==> config.mk <==
export PLATFORM = sky130hd
export DESIGN_NAME = proc_io_fifo
export DESIGN_NICKNAME = d
export VERILOG_FILES = /design/src/rtl/proc_io_fifo.sv
export SDC_FILE = /design/constraint.sdc
export NUM_CORES = 1
export LEC_CHECK = 0
export ABC_AREA = 1
export BUFFER_PORTS_ARGS = -buffer_cell sky130_fd_sc_hd__buf_2
export CAP_MARGIN = 20
export CORE_UTILIZATION = 54
export CTS_CLUSTER_DIAMETER = 60
export DETAILED_ROUTE_END_ITERATION = 6
export GPL_TIMING_DRIVEN = 0
export PLACE_DENSITY = 0.75
export SLEW_MARGIN = 20
export SYNTH_ARGS = -nofsm -noshare
export SYNTH_HDL_FRONTEND = slang
export SYNTH_SLANG_ARGS = --single-unit
==> constraint.sdc <==
create_clock -name clk -period 1.6 [get_ports clk]
set_input_delay 0.24 -clock clk [delete_from_list [all_inputs] [get_ports clk]]
set_output_delay 0.24 -clock clk [all_outputs]
set_load 0.005 [all_outputs]
==> src/rtl/proc_io_fifo.sv <==
`default_nettype none
// +--------------------------------------------------------------------------+
// | Module      : proc_io_fifo                                               |
// | Description : Per-channel FIFO front-end for the processor core I/O      |
// |               port. Input channels buffer valid/ready streams towards    |
// |               the core; output channels buffer core writes towards       |
// |               downstream valid/ready sinks.                              |
// | Option      : define PROC_IO_FIFO_ERR_EN for sticky in_unf/out_ovf flags |
// |               cleared by err_clr; otherwise both flags read as zero.     |
// | Revision    : 1.0 - initial release                                      |
// +--------------------------------------------------------------------------+
module proc_io_fifo #(
  parameter int NUBITS = 16,
  parameter int NUIOIN = 2,
  parameter int NUIOOU = 2,
  parameter int FDEPTH = 4,
  localparam int AIW   = (NUIOIN > 1) ? $clog2(NUIOIN) : 1,
  localparam int AOW   = (NUIOOU > 1) ? $clog2(NUIOOU) : 1
) (
  input  logic                     clk,
  input  logic                     rst,
  input  logic                     req_in,
  input  logic [AIW-1:0]           addr_in,
  output logic [NUBITS-1:0]        io_in,
  input  logic                     out_en,
  input  logic [AOW-1:0]           addr_out,
  input  logic [NUBITS-1:0]        io_out,
  input  logic [NUIOIN*NUBITS-1:0] s_data,
  input  logic [NUIOIN-1:0]        s_valid,
  output logic [NUIOIN-1:0]        s_ready,
  output logic [NUIOOU*NUBITS-1:0] m_data,
  output logic [NUIOOU-1:0]        m_valid,
  input  logic [NUIOOU-1:0]        m_ready,
  input  logic                     err_clr,
  output logic [NUIOIN-1:0]        in_unf,
  output logic [NUIOOU-1:0]        out_ovf
);

  localparam int PW = $clog2(FDEPTH);
  localparam int CW = PW + 1;

  logic [NUBITS-1:0] w_in_head [NUIOIN];
  logic [NUIOIN-1:0] w_in_pop;
  logic [NUIOIN-1:0] w_in_unf_set;
  logic [NUIOOU-1:0] w_out_ovf_set;
  logic [NUBITS-1:0] io_in_q, io_in_d;

  // ---------------- input channels: stream push, core pop ----------------
  for (genvar k = 0; k < NUIOIN; k++) begin : g_in
    logic [NUBITS-1:0] mem_q [FDEPTH];
    logic [PW-1:0]     wr_ptr_q, rd_ptr_q;
    logic [CW-1:0]     cnt_q;
    logic              w_sel, w_push, w_pop, w_empty;

    // s_ready depends on stored occupancy only, never on this cycle's pop
    assign s_ready[k]      = (cnt_q != CW'(FDEPTH));
    assign w_empty         = (cnt_q == '0);
    assign w_sel           = req_in && (addr_in == AIW'(k));
    assign w_push          = s_valid[k] && s_ready[k];
    assign w_pop           = w_sel && !w_empty;
    assign w_in_pop[k]     = w_pop;
    assign w_in_unf_set[k] = w_sel && w_empty;
    assign w_in_head[k]    = mem_q[rd_ptr_q];

    // storage is deliberately not reset; pointers define what is valid
    always_ff @(posedge clk) begin
      if (w_push) mem_q[wr_ptr_q] <= s_data[k*NUBITS +: NUBITS];
    end

    // pointer and occupancy update; reset drops in-flight handshakes
    always_ff @(posedge clk) begin
      if (!rst) begin
        wr_ptr_q <= '0;
        rd_ptr_q <= '0;
        cnt_q    <= '0;
      end else begin
        if (w_push) wr_ptr_q <= wr_ptr_q + 1'b1;
        if (w_pop)  rd_ptr_q <= rd_ptr_q + 1'b1;
        if (w_push && !w_pop)      cnt_q <= cnt_q + 1'b1;
        else if (!w_push && w_pop) cnt_q <= cnt_q - 1'b1;
      end
    end
  end

  // core read data: head of the popped channel, otherwise hold
  always_comb begin
    io_in_d = io_in_q;
    for (int k = 0; k < NUIOIN; k++) begin
      if (w_in_pop[k]) io_in_d = w_in_head[k];
    end
  end

  // registered core read data (one-cycle latency like data memory)
  always_ff @(posedge clk) begin
    if (!rst) io_in_q <= '0;
    else      io_in_q <= io_in_d;
  end

  assign io_in = io_in_q;

  // ---------------- output channels: core push, stream pop ----------------
  for (genvar j = 0; j < NUIOOU; j++) begin : g_out
    logic [NUBITS-1:0] mem_q [FDEPTH];
    logic [PW-1:0]     wr_ptr_q, rd_ptr_q;
    logic [CW-1:0]     cnt_q;
    logic              w_sel, w_push, w_pop, w_full;

    assign m_valid[j] = (cnt_q != '0);
    assign w_full     = (cnt_q == CW'(FDEPTH));
    assign w_sel      = out_en && (addr_out == AOW'(j));
    assign w_pop      = m_valid[j] && m_ready[j];
    // a full channel still accepts when its head leaves in the same cycle
    assign w_push           = w_sel && (!w_full || w_pop);
    assign w_out_ovf_set[j] = w_sel && w_full && !w_pop;
    // gate with valid so an empty channel presents zero, not stale storage
    assign m_data[j*NUBITS +: NUBITS] = m_valid[j] ? mem_q[rd_ptr_q] : '0;

    // storage is deliberately not reset; pointers define what is valid
    always_ff @(posedge clk) begin
      if (w_push) mem_q[wr_ptr_q] <= io_out;
    end

    // pointer and occupancy update; reset drops in-flight handshakes
    always_ff @(posedge clk) begin
      if (!rst) begin
        wr_ptr_q <= '0;
        rd_ptr_q <= '0;
        cnt_q    <= '0;
      end else begin
        if (w_push) wr_ptr_q <= wr_ptr_q + 1'b1;
        if (w_pop)  rd_ptr_q <= rd_ptr_q + 1'b1;
        if (w_push && !w_pop)      cnt_q <= cnt_q + 1'b1;
        else if (!w_push && w_pop) cnt_q <= cnt_q - 1'b1;
      end
    end
  end

  // ---------------- error flags ----------------
`ifdef PROC_IO_FIFO_ERR_EN
  logic [NUIOIN-1:0] in_unf_q, in_unf_d;
  logic [NUIOOU-1:0] out_ovf_q, out_ovf_d;

  // sticky flags: a new event in the clear cycle keeps the flag set
  always_comb begin
    in_unf_d  = (in_unf_q  & {NUIOIN{~err_clr}}) | w_in_unf_set;
    out_ovf_d = (out_ovf_q & {NUIOOU{~err_clr}}) | w_out_ovf_set;
  end

  // flag registers
  always_ff @(posedge clk) begin
    if (!rst) begin
      in_unf_q  <= '0;
      out_ovf_q <= '0;
    end else begin
      in_unf_q  <= in_unf_d;
      out_ovf_q <= out_ovf_d;
    end
  end

  assign in_unf  = in_unf_q;
  assign out_ovf = out_ovf_q;
`else
  logic unused_err;
  assign unused_err = ^{err_clr, w_in_unf_set, w_out_ovf_set};
  assign in_unf     = '0;
  assign out_ovf    = '0;
`endif

endmodule
`default_nettype wire

# Word-level counts from Yosys, hierarchy flattened
# Memories as Yosys holds them, arrays and structs flattened. A register that Yosys moved wholly into a read port is not among the register bits.
# Index checks and enable logic that the tools add are counted.
# W data, S select, Z words.
[classes] bitwise=2 muxes=28 shifts=0 magnitude_cmp=0 n_addsub=16 n_reduce_logical=43 eq_ne=4 n_div=0 n_mul=0
[op_table] cell="$mux W16" n=4
[op_table] cell="$mux W3" n=8
[op_table] cell="$logic_and A1 B1 Y1" n=20
[op_table] cell="$add A2 B1 Y2 const B" n=8
[op_table] cell="$mux W2" n=8
[op_table] cell="$add A3 B1 Y3 const B" n=4
[op_table] cell="$logic_not A1 Y1" n=12
[op_table] cell="$sub A3 B1 Y3 const B" n=4
[op_table] cell="$reduce_bool A2 Y1" n=5
[op_table] cell="$mux W1" n=8
[op_table] cell="$eq A3 B3 Y1 const B" n=2
[op_table] cell="$logic_not A3 Y1" n=2
[op_table] cell="$ne A3 B3 Y1 const B" n=2
[op_table] cell="$reduce_bool A3 Y1" n=2
[op_table] cell="$logic_or A1 B1 Y1" n=2
[op_table] cell="$not A1 Y1" n=2
[totals] out_inout_bits=56 memories=4 ram_bits=256 romBits=0 input_bits=59 latch_bits=0 regBits=44 word_cells=110
[memory_table] memory="g_in[0].mem_q" depth=4 word_bits=16 rd=1 rd_ports_with_merged_regs=1 wr=1 line="50" rtl="logic [NUBITS-1:0] mem_q [FDEPTH];"
[memory_table] memory="g_in[1].mem_q" depth=4 word_bits=16 rd=1 rd_ports_with_merged_regs=1 wr=1 line="50"
[memory_table] memory="g_out[0].mem_q" depth=4 word_bits=16 rd=1 rd_ports_with_merged_regs=1 wr=1 line="103" rtl="logic [NUBITS-1:0] mem_q [FDEPTH];"
[memory_table] memory="g_out[1].mem_q" depth=4 word_bits=16 rd=1 rd_ports_with_merged_regs=1 wr=1 line="103"

# Longest topological paths before layout
[depth] depth_word=8 ltp_mapped=14 mapped_depth_nobuf=13

# Worst setup path before layout
# Ideal clock, no wire load.
[synth_path] path_type="register -> register" from="register g_in[1].cnt_q[0]" to="register g_in[1].cnt_q[2]" setup_slack_ps=-210 n_path_buf=1 setup_ps=113 arrival_ps=1697 synth_period_minus_slack_ps=1810 t_required_ps=1487 path_stages_with_launch=12 cell_sequence="dfxtp_1 -> nor2_4 -> nand2_1 -> nand2_1 -> buf_4 -> ha_1 -> inv_1 -> fa_1 -> a21oi_1 -> o21ai_0 -> nor2_1 -> nor2_1"
[synth_via] elab_chain_len=6 elab_cells_between_ends=14 classes_between="2 x add/sub; 1 x eq/ne; 2 x mux; 9 x reduce/logical"
[synth_lines] item="from (decl)" line="52" rtl="logic [CW-1:0] cnt_q;"
[synth_lines] item="from (signal assigned)" line="79" rtl="if (w_push && !w_pop) cnt_q <= cnt_q + 1'b1;"
[synth_lines] item="from (signal assigned)" line="80" rtl="else if (!w_push && w_pop) cnt_q <= cnt_q - 1'b1;"
[synth_lines] item="branches (longest 6 deep; another with $sub A3 B1 Y3)"
# Parallel ways; which one is timed is not known. The select of a mux whose other input is x is not followed.
# A chain may end at the register's enable or synchronous reset.

# Final worst setup path
[layout_path] from="register g_out[1].cnt_q[2]" to="output m_data[22]"
[layout_via] elab_chain_len=2
[layout_lines] item="from (decl)" line="105" rtl="logic [CW-1:0] cnt_q;"
[layout_lines] item="from (signal assigned)" line="132" rtl="if (w_push && !w_pop) cnt_q <= cnt_q + 1'b1;"
[layout_lines] item="from (signal assigned)" line="133" rtl="else if (!w_push && w_pop) cnt_q <= cnt_q - 1'b1;"
[layout_lines] item="$reduce_bool A3 Y1" line="108" rtl="assign m_valid[j] = (cnt_q != '0);"
[layout_lines] item="$mux W16" line="116" rtl="assign m_data[j*NUBITS +: NUBITS] = m_valid[j] ? mem_q[rd_ptr_q] : '0;"
[layout_lines] item="to (decl)" line="31" rtl="output logic [NUIOOU*NUBITS-1:0] m_data,"
# Every way passes these cells.

==> results.cfg <==
[setup_path]
critPathLaunchType = register
cp.required_ps = 1360
cp-end-kind = output port
crit_type = register to output port
path_max_fanout = 6
cp.arrival_ps = 1720

[routing]
final_antenna_net_count = 0
drt-vias-per-instance = 5.16
firstDrtPassIters = 5
dr_total_vias = 9435
wl_per_cell_um = 16.9
first_iter_violations = 596
drc = 0
routed_wl_mm = 30.9

[floorplanning]
coreArea_um2 = 23500
die_h_um = 157
design.die.area_um2 = 24800
fp.dieW_um = 157
num_io_pins = 115
start_util_pct = 55.4
rows = 56

[pwr]
p_per_area_nw_per_um2 = 1540
p_leak_nw = 7.05
peakVddDrop_mv = 1.27

[clock_network]
cts_max_level = 1
clkSinkCount = 308
cts_root_buffer = clkbuf_16
clk_pin_slew_ps = 60
cts_buffers = 30
clock_latency_ps = 550
cts_tree = done
clk_path_buf_depth = 3

[outcome]
outcome = finished with violations
failed_checks = setup timing

[finish]
nNetsFinal = 1567
final_layout_size_suffix_gt1_share_pct = 26.7
n_antenna_cell = 0
final_cell_mix = edfxtp_1, inv_1, nand2_1
syn_to_final_growth_pct = 28.4
layout_commonest_cell = edfxtp_1

[timing]
tightest_slew_ps = 563
finalSetupViolCount = 91
hold_slack_ps = 6.97
timing.slew.headroom_pct = 62.5
rsz0062_at_grt = true
max_freq_mhz = 511
drv_slew = 0
clock_skew_ps = 15.2
timing.final.ws_setup_ps = -357
hold_violations = 0
fin_crit_sh_pct = 122
min_period_ps = 1960

[synthesis]
synth.ff_latch_count = 308
synthAdderAreaFrac_pct = 2.53
syn_inst = 1248
synth_top_family_by_area = simple AND/OR/NAND/NOR gates
yosys_warnings = 0
synth_cell_types = 23
avgSynthCellArea_um2 = 10.4
synth_area_um2 = 13000
muxShareOfSynthArea_pct = 0
synth_xor_area_share_pct = 0.403
yosys.area_share.simple_pct = 16.0
ys_seq_area_share_pct = 66.9
synth_compound_area_share_pct = 5.38

[grt]
track_usage_pct = 24.9
first_global_vias = 9143
grt_max_degree = 17
antenna_found_initial = 0
gr-total-overflow = 0
grt_pass1_wl_mm = 46.6

[hold_path]
hp-class = input pin to register

[place]
dp_slack_ps = -334
routabilityCongestion = 0.843
port_buffers = 108
hpwlAfterDp_mm = 18.6

[job]
cap_violations = 0
-- cell usage after synthesis --
master	instances	area [µm²]
a21oi_1	49	245
a21oi_2	1	8.76
a21oi_4	2	32.5
buf_2	22	110
buf_4	21	158
buf_6	5	56.3
clkbuf_1	2	7.51
clkbuf_2	6	30.0
conb_1	1	3.75
dfxtp_1	52	1040
edfxtp_1	256	7690
fa_1	4	80.1
ha_1	20	250
inv_1	201	754
inv_2	6	22.5
nand2_1	196	736
nand2_2	4	25.0
nand3_1	113	566
nor2_1	196	736
nor2_4	2	22.5
o21ai_0	81	405
o21ai_1	2	10.0
xor2_1	6	52.6
-- final timing paths --
path                                          start                               to  slack, ps  cells after the start
setup / recovery     g_out[1].cnt_q[2]$_SDFFE_PN0P_                       m_data[22]       -360                      6
hold / removal                           io_out[15]  g_out[0].mem_q[1][15]$_DFFE_PP_          7                      1
setup reg to reg     g_out[1].cnt_q[0]$_SDFFE_PN0P_   g_out[1].cnt_q[2]$_SDFFE_PN0P_       -210                     13
hold reg to reg   g_out[1].rd_ptr_q[1]$_SDFFE_PN0N_                         register        500                      2
-- state kept, by name, summed over array words and instances (netlist names), named ones only --
| signal | cells |
|---|---|
| g_in.cnt_q | 6 |
| g_in.mem_q | 128 |
| g_in.rd_ptr_q | 4 |
| g_in.wr_ptr_q | 4 |
| g_out.cnt_q | 6 |
| g_out.mem_q | 128 |
| g_out.rd_ptr_q | 4 |
| g_out.wr_ptr_q | 4 |
| io_in | 16 |
-- worst max-delay path: stages, from the launching register on --
cell and delay, ps:
dfxtp_2 340, inv_1 70, nand2_2 90, clkinvlp_4 220
buf_6 210, a21oi_2 120, buf_2 120
-- stage by stage --
step	cell area [µm²]	setup TNS, ps	utilization [%]	power, mW	std cells
after CTS	16400	-10950	69.8	25.1	1815
after global placement	14100	-93950	60.0	15.9	1678
after detailed placement	14200	-47900	60.2	16.2	1682
after global routing	16700	-21690	71.1	27.0	1827
final	16700	-14330	71.1	25.7	1827
after floorplan	13200	-9230	-	14.0	1251
-- metal layers --
metal	track usage (%)	part of all wire (%)	vias to the layer above
met5	0	0	-
met4	10.4	3.6	0
li1	-	-	4521
met3	3.61	5.8	72
met2	45.3	52	339
met1	29.3	39	4503
-- cell families after synthesis --
| group | count (synthesis) |
|---|---|
| other | 1 |
| buffers and inverters | 263 |
| AOI/OAI and AO/OA | 135 |
| DFF | 308 |
| and+or+nand+nor | 511 |
| adders and majority gates | 24 |
| xor gates and xnor gates | 6 |
-- report_power, final --
part | leakage [nW] | internal [mW] | switching [mW]
clock | 0.477 | 4.22 | 2.86
combinational | 3.81 | 3.73 | 4.80
sequential | 2.77 | 9.67 | 0.438
total | 7.05 | 17.6 | 8.09
-- final cells by class --
cell class / count / area [µm²]
multi-input cells: 680 / 3700
plain buffers: 54 / 529
well taps: 319 / 399
clock inverters: 8 / 114
clock buffers: 48 / 880
fillers: 1629 / 6800
inverters: 207 / 811
repair buffers: 203 / 1540
flip-flops and latches: 308 / 8760
-- repair_timing --
item	4_1_cts	5_1_grt
pin swaps	41	59
hold buffers	32	0
cloned	8	1
setup buffers	37	16
hold endpoints to repair	128	0
gates resized for setup	183	73
endpoints found under the setup margin	232	89
Note: power is estimated with default switching activity, not from simulation.
